## config.mk

```make
export PLATFORM = sky130hd
export DESIGN_NAME = mgt_01_fp_add_sub_ip
export DESIGN_NICKNAME = d
export VERILOG_FILES = /design/src/rtl/mgt_01_fp_add_sub_ip.sv
export SDC_FILE = /design/constraint.sdc
export NUM_CORES = 1
export LEC_CHECK = 0
export ABC_AREA = 1
export ABC_CLOCK_PERIOD_IN_PS = 18000
export CAP_MARGIN = 20
export CELL_PAD_IN_SITES_DETAIL_PLACEMENT = 0
export CELL_PAD_IN_SITES_GLOBAL_PLACEMENT = 1
export CORE_MARGIN = 1
export CORE_UTILIZATION = 45
export CTS_CLUSTER_DIAMETER = 150
export CTS_CLUSTER_SIZE = 28
export DETAILED_ROUTE_END_ITERATION = 8
export GPL_TIMING_DRIVEN = 0
export PLACE_DENSITY = 0.89
export SETUP_SLACK_MARGIN = 0.2
export SLEW_MARGIN = 20
export SYNTH_ARGS = -nofsm -noshare
export SYNTH_HDL_FRONTEND = slang
export SYNTH_SLANG_ARGS = --single-unit
```

## constraint.sdc

```tcl
create_clock -name clk_i -period 18 [get_ports clk_i]
set_input_delay 3.6 -clock clk_i [delete_from_list [all_inputs] [get_ports clk_i]]
set_output_delay 3.6 -clock clk_i [all_outputs]
set_load 0.005 [all_outputs]
```

## src/rtl/mgt_01_fp_add_sub_ip.sv

```systemverilog
// Purpose : IEEE-754 single-precision add/subtract (FADD.S / FSUB.S), round-to-nearest-even, FTZ inputs.
// Latency : 5 enabled cycles, capture in IDLE to result written in ROUND; one operation per 5 cycles.
// Backpr. : none; issue logic watches fu_state_o (FREE only in IDLE), clk_en_i=0 freezes everything.
// Ports   : clk_i, rst_i (async, active-high), clk_en_i; op_A_i/op_B_i/iw_funct7_i operands and opcode;
//           result_o plus underflow_o/overflow_o/invalid_op_o (registered, held until next ROUND);
//           fu_state_o (0=FREE, 1=BUSY).
module mgt_01_fp_add_sub_ip (
  input  logic        clk_i,
  input  logic        rst_i,
  input  logic        clk_en_i,
  input  logic [31:0] op_A_i,
  input  logic [31:0] op_B_i,
  input  logic [6:0]  iw_funct7_i,
  output logic [31:0] result_o,
  output logic        fu_state_o,
  output logic        underflow_o,
  output logic        overflow_o,
  output logic        invalid_op_o
);

  typedef enum logic [2:0] {IDLE, ALIGN, ADD, NORM, ROUND} state_e;

  localparam logic [6:0]  FSUB = 7'b0000100;
  localparam logic [31:0] QNAN = 32'h7FC0_0000;

  state_e state_q, state_d;

  // captured operands
  logic [31:0] a_q, b_q;
  logic        sub_q;

  // ALIGN results: larger operand (l) and aligned smaller mantissa with G/R/S in [2:0]
  logic        spec_q, spec_inv_q;
  logic [31:0] spec_res_q;
  logic        sign_l_q, sign_s_q;
  logic [7:0]  exp_l_q;
  logic [23:0] mant_l_q;
  logic [26:0] mant_s_q;

  // ADD result: [27] carry, [26:3] mantissa, [2:0] G/R/S
  logic [27:0] sum_q;

  // NORM results: [26] hidden bit, [25:3] fraction, [2:0] G/R/S
  logic [26:0]       norm_q;
  logic signed [9:0] exp_n_q;
  logic              zero_q;

  // ---------------- ALIGN combinational ----------------
  logic        sign_a, sign_b;
  logic [7:0]  exp_a, exp_b;
  logic [22:0] frac_a, frac_b;
  logic        nan_a, nan_b, inf_a, inf_b;
  logic [30:0] mag_a, mag_b;
  logic [23:0] mant_a, mant_b, mant_sm;
  logic        swap;
  logic [7:0]  exp_big, exp_sm, diff;
  logic [4:0]  sh;
  logic [49:0] shifted;
  logic        spec_d, spec_inv_d;
  logic [31:0] spec_res_d;

  always_comb begin
    sign_a  = a_q[31];
    sign_b  = b_q[31] ^ sub_q;
    exp_a   = a_q[30:23];
    exp_b   = b_q[30:23];
    frac_a  = a_q[22:0];
    frac_b  = b_q[22:0];
    nan_a   = (exp_a == 8'hFF) && (frac_a != 23'd0);
    nan_b   = (exp_b == 8'hFF) && (frac_b != 23'd0);
    inf_a   = (exp_a == 8'hFF) && (frac_a == 23'd0);
    inf_b   = (exp_b == 8'hFF) && (frac_b == 23'd0);
    // subnormals are flushed to zero before comparing and aligning
    mag_a   = (exp_a == 8'd0) ? 31'd0 : a_q[30:0];
    mag_b   = (exp_b == 8'd0) ? 31'd0 : b_q[30:0];
    mant_a  = (exp_a == 8'd0) ? 24'd0 : {1'b1, frac_a};
    mant_b  = (exp_b == 8'd0) ? 24'd0 : {1'b1, frac_b};
    swap    = mag_b > mag_a;
    exp_big = swap ? exp_b : exp_a;
    exp_sm  = swap ? exp_a : exp_b;
    mant_sm = swap ? mant_a : mant_b;
    diff    = exp_big - exp_sm;
    // beyond 26 positions the small operand only reaches the sticky bit
    sh      = (diff > 8'd26) ? 5'd26 : diff[4:0];
    shifted = {mant_sm, 26'd0} >> sh;

    spec_d     = nan_a | nan_b | inf_a | inf_b;
    spec_inv_d = 1'b0;
    spec_res_d = 32'd0;
    if (nan_a || nan_b) begin
      spec_res_d = QNAN;
      spec_inv_d = 1'b1;
    end else if (inf_a && inf_b && (sign_a != sign_b)) begin
      spec_res_d = QNAN;
      spec_inv_d = 1'b1;
    end else if (inf_a) begin
      spec_res_d = {sign_a, 8'hFF, 23'd0};
    end else if (inf_b) begin
      spec_res_d = {sign_b, 8'hFF, 23'd0};
    end
  end

  // ---------------- ADD combinational ----------------
  logic [27:0] sum_d;

  always_comb begin
    if (sign_l_q != sign_s_q)
      sum_d = {1'b0, mant_l_q, 3'b000} - {1'b0, mant_s_q};
    else
      sum_d = {1'b0, mant_l_q, 3'b000} + {1'b0, mant_s_q};
  end

  // ---------------- NORM combinational ----------------
  function automatic logic [4:0] lzc27(input logic [26:0] v);
    logic [4:0] n;
    logic       found;
    n     = 5'd0;
    found = 1'b0;
    for (int i = 26; i >= 0; i--) begin
      if (!found) begin
        if (v[i]) found = 1'b1;
        else      n = n + 5'd1;
      end
    end
    return n;
  endfunction

  logic [4:0]        lz;
  logic [26:0]       norm_d;
  logic signed [9:0] exp_n_d;

  always_comb begin
    lz = lzc27(sum_q[26:0]);
    if (sum_q[27]) begin
      // the bit shifted out folds into sticky
      norm_d  = {sum_q[27:2], sum_q[1] | sum_q[0]};
      exp_n_d = $signed({2'b00, exp_l_q}) + 10'sd1;
    end else begin
      norm_d  = sum_q[26:0] << lz;
      exp_n_d = $signed({2'b00, exp_l_q}) - $signed({5'b00000, lz});
    end
  end

  // ---------------- ROUND combinational ----------------
  logic              rnd_up;
  logic [24:0]       mant_r;
  logic [22:0]       frac_r;
  logic signed [9:0] exp_r;
  logic [31:0]       res_d;
  logic              unf_d, ovf_d, inv_d;

  always_comb begin
    rnd_up = norm_q[2] & (norm_q[1] | norm_q[0] | norm_q[3]);
    mant_r = {1'b0, norm_q[26:3]} + {24'd0, rnd_up};
    // rounding carry out of 1.111..1 leaves 10.000..0: fraction zero, exponent +1
    frac_r = mant_r[24] ? mant_r[23:1] : mant_r[22:0];
    exp_r  = exp_n_q + $signed({9'd0, mant_r[24]});

    res_d = {sign_l_q, exp_r[7:0], frac_r};
    unf_d = 1'b0;
    ovf_d = 1'b0;
    inv_d = 1'b0;
    if (spec_q) begin
      res_d = spec_res_q;
      inv_d = spec_inv_q;
    end else if (zero_q) begin
      // x - x gives +0; only two negative zeros added keep the minus sign
      res_d = {sign_l_q & sign_s_q, 31'd0};
    end else if (exp_r >= 10'sd255) begin
      res_d = {sign_l_q, 8'hFF, 23'd0};
      ovf_d = 1'b1;
    end else if (exp_n_q <= 10'sd0) begin
      res_d = {sign_l_q, 31'd0};
      unf_d = 1'b1;
    end
  end

  // ---------------- FSM ----------------
  always_comb begin
    state_d = IDLE;
    unique case (state_q)
      IDLE:    state_d = ALIGN;
      ALIGN:   state_d = ADD;
      ADD:     state_d = NORM;
      NORM:    state_d = ROUND;
      ROUND:   state_d = IDLE;
      default: state_d = IDLE;
    endcase
  end

  assign fu_state_o = (state_q != IDLE);

  always_ff @(posedge clk_i or posedge rst_i) begin
    if (rst_i) begin
      state_q      <= IDLE;
      a_q          <= 32'd0;
      b_q          <= 32'd0;
      sub_q        <= 1'b0;
      spec_q       <= 1'b0;
      spec_inv_q   <= 1'b0;
      spec_res_q   <= 32'd0;
      sign_l_q     <= 1'b0;
      sign_s_q     <= 1'b0;
      exp_l_q      <= 8'd0;
      mant_l_q     <= 24'd0;
      mant_s_q     <= 27'd0;
      sum_q        <= 28'd0;
      norm_q       <= 27'd0;
      exp_n_q      <= 10'sd0;
      zero_q       <= 1'b0;
      result_o     <= 32'd0;
      underflow_o  <= 1'b0;
      overflow_o   <= 1'b0;
      invalid_op_o <= 1'b0;
    end else if (clk_en_i) begin
      state_q <= state_d;
      unique case (state_q)
        IDLE: begin
          a_q   <= op_A_i;
          b_q   <= op_B_i;
          sub_q <= (iw_funct7_i == FSUB);
        end
        ALIGN: begin
          spec_q     <= spec_d;
          spec_inv_q <= spec_inv_d;
          spec_res_q <= spec_res_d;
          sign_l_q   <= swap ? sign_b : sign_a;
          sign_s_q   <= swap ? sign_a : sign_b;
          exp_l_q    <= exp_big;
          mant_l_q   <= swap ? mant_b : mant_a;
          mant_s_q   <= {shifted[49:26], shifted[25], shifted[24], |shifted[23:0]};
        end
        ADD: begin
          sum_q <= sum_d;
        end
        NORM: begin
          norm_q  <= norm_d;
          exp_n_q <= exp_n_d;
          zero_q  <= (sum_q == 28'd0);
        end
        ROUND: begin
          result_o     <= res_d;
          underflow_o  <= unf_d;
          overflow_o   <= ovf_d;
          invalid_op_o <= inv_d;
        end
        default: ;
      endcase
    end
  end

endmodule

```

==> reports/qor.yml <==
final_layout:
  area_growth_pct: 11.26
  nNetsFinal: 3263
  instances_no_fill: 3658
  drive_gt1_share_pct: 6.996
  post-route-util_pct: 51.04
  antenna_cells: 0
  mostFrequentLayoutCells: "814 x nand2_1, 365 x inv_1, 302 x o21ai_0, 234 x dfrtp_1, 199 x nor2_1"
  final_common_cell: "nand2_1"
  fill_cells: 4367
global_route:
  grt_pass1_wl_um: 101300
  grt_overflow: 0
  grt_usage_pct: 28.77
  antenna_found_initial: 0
  first_global_vias: 19050
  grt_start_max_net_pins: 110
timing:
  grt_setup_unrepaired: "false"
  finalSetupTns_ns: 0
  fmax_mhz: 62.61
  tightest_slew_ns: 0.8208
  final.period_utilization_pct: 88.73
  period_minus_slack_ns: 15.97
  skew_ns: 0.03870
  setup_viol: 0
  hold_violations: 0
  fin_hold_ws_ns: 0.4914
  slew_viol_final: 0
  relSlewSlack_pct: 43.86
setup_path:
  path_depth: 103
  path_class: "reg2reg"
  slowest_delay_ns: 0.49
  slowest_stage: "dfrtp_1"
  cp.arrival_ns: 16.36
  crit_path_start_kind: "register"
  critical_path_required_ns: 18.39
  path_buf_inv: 23
  reg2regPathDepth: 103
  path_max_fanout: 10
  worstSetupEndpointType: "register"
  crit_family: "adder cells"
yosys:
  ys_types: 73
  yosysSeqAreaShare_pct: 29.50
  synth_nets: 3138
  ys_warn_count: 0
  synth-seq-cells: 234
  synth_top_area_share_pct: 29.50
  synth_top_area_cell: "dfrtp_1"
  yosys-top-cells-area: "dfrtp_1 30%, nand2_1 15%, o21ai_0 7.6%"
  synthCells: 2947
  avgSynthCellArea_sq_um: 6.735
  synth_ff_type: "dfrtp_1"
  synth_area_sq_um: 19850
  synthArstFlopShare_pct: 100.0
  synth-edff-count: 0
routing:
  drt_iter0_drc: 1300
  drtPass1Iterations: 5
  drt-wirelength-per-cell_um: 17.68
  wirelength_um: 64680
  vias_per_cell: 5.425
  via_count: 19850
  ant_nets: 0
  drt_drc_violations_left: 0
clocking:
  htreeDepth: 1
  insertion_delay_ns: 0.52
  numCtsBuffers: 12
  cts_resized: 0
  cts-root-buf: "clkbuf_16"
  cts.sinks: 234
  hold_buffers: 0
  path_clk_slew_ns: 0.12
  post_cts_buffers: 0
  tritoncts: "built"
  ctsLongestPathBuffers: 3
place:
  io_buffers: 109
  dp_hpwl_um: 53050
  dp.cells: 3643
  gp_congestion: 0.9663
floorplan:
  dieArea_sq_um: 44950
  rows: 76
  initial_utilization_pct: 45.88
  die_w_um: 212.0
  core_area_sq_um: 43270
  die_y_um: 212.0
  ioPinCount: 110
outcome:
  status: "finished clean"
run:
  maxCapViolations: 0
worst_hold_path:
  hold-path-cell-count: 2
  hold_class: "reg2reg"
metal layers:
metal / wire length [um] / GRT usage, % / vias up
met3: 2223 / 2.171 / 107
met4: 2333 / 9.295 / 0
met1: 28010 / 36.19 / 9373
met2: 32110 / 51.92 / 484
met5: 0 / 0 / -
li1: - / - / 9882
area by class of cell:
cell class                 instances  area (sq um)  area share (%)
inverter                         397          1509           6.833
sequential                       234          5856           26.52
clock buffer                      13         325.3           1.473
buffer                           117         628.1           2.844
clock inverter                     2         23.77          0.1076
tap                              585         732.0           3.314
multi-input combinational       2199         11860           53.72
timing repair buffer             111          1146           5.190
registers in the layout, indices dropped and copies added, names as in the netlist:
name          flops
overflow_o        1
sub_q             1
invalid_op_o      1
norm_q           27
sum_q            28
result_o         32
exp_n_q          10
underflow_o       1
state_q           3
a_q              32
exp_l_q           8
sign_l_q          1
zero_q            1
mant_l_q         24
spec_res_q        3
spec_q            1
b_q              32
mant_s_q         27
sign_s_q          1
cell families (layout without fill, tap and decap cells):
| logic type | after synthesis | in the layout | share of synthesized area [%] |
|---|---|---|---|
| fa+ha+maj | 117 | 117 | 7.451 |
| flops | 234 | 234 | 29.50 |
| simple gates | 1422 | 1422 | 32.39 |
| buf+inv | 514 | 640 | 10.73 |
| xor+xnor | 56 | 56 | 2.603 |
| mux | 7 | 7 | 0.3530 |
| compound gates | 597 | 597 | 16.97 |
cells in the mapped netlist (11+ instances only):
cell type  count
dfrtp_1      234
xor2_1        51
inv_2         21
o21ai_1       20
nor3_1        27
nand3_1      182
inv_1        366
nand4_1       52
nand2_2       44
ha_1         115
nor2_2        15
nand2_1      814
clkbuf_1      80
o31ai_1       15
nand3_2       18
nor2_1       199
nor4_1        19
o22ai_1       19
nand2_4       11
a21oi_1      149
o21ai_0      302
worst register-to-register path: cells and delay by family, from the launching register on:
kind | cells | cell delay, ns
buf+inv | 23 | 1.63
simple gates | 36 | 3.71
fa+ha+maj | 25 | 6.70
flops | 1 | 0.49
xor+xnor | 1 | 0.19
compound gates | 18 | 3.13
through the flow:
stage / cell area, sq um / setup slack, ns
floorplan: 19850 / 3.767
global placement: 21670 / 2.647
detailed placement: 21730 / 2.160
CTS: 22080 / 2.072
global route: 22080 / 0.5924
finish: 22080 / 2.029
final timing paths:
kind | from | end | slack (ns)
max | sum_q[25] | exp_n_q[7] | 2.03
min | result_o[17] | result_o[17] | 0.49
max reg2reg | sum_q[25] | exp_n_q[7] | 2.03
min reg2reg | result_o[17] | result_o[17] | 0.49
max in group asynchronous | rst_i | result_o[1] | 13.20
min in group asynchronous | rst_i | sum_q[4] | 3.51
Power is not shown: default switching activity piles up to over one toggle a cycle in this logic, so the estimate is an artifact.
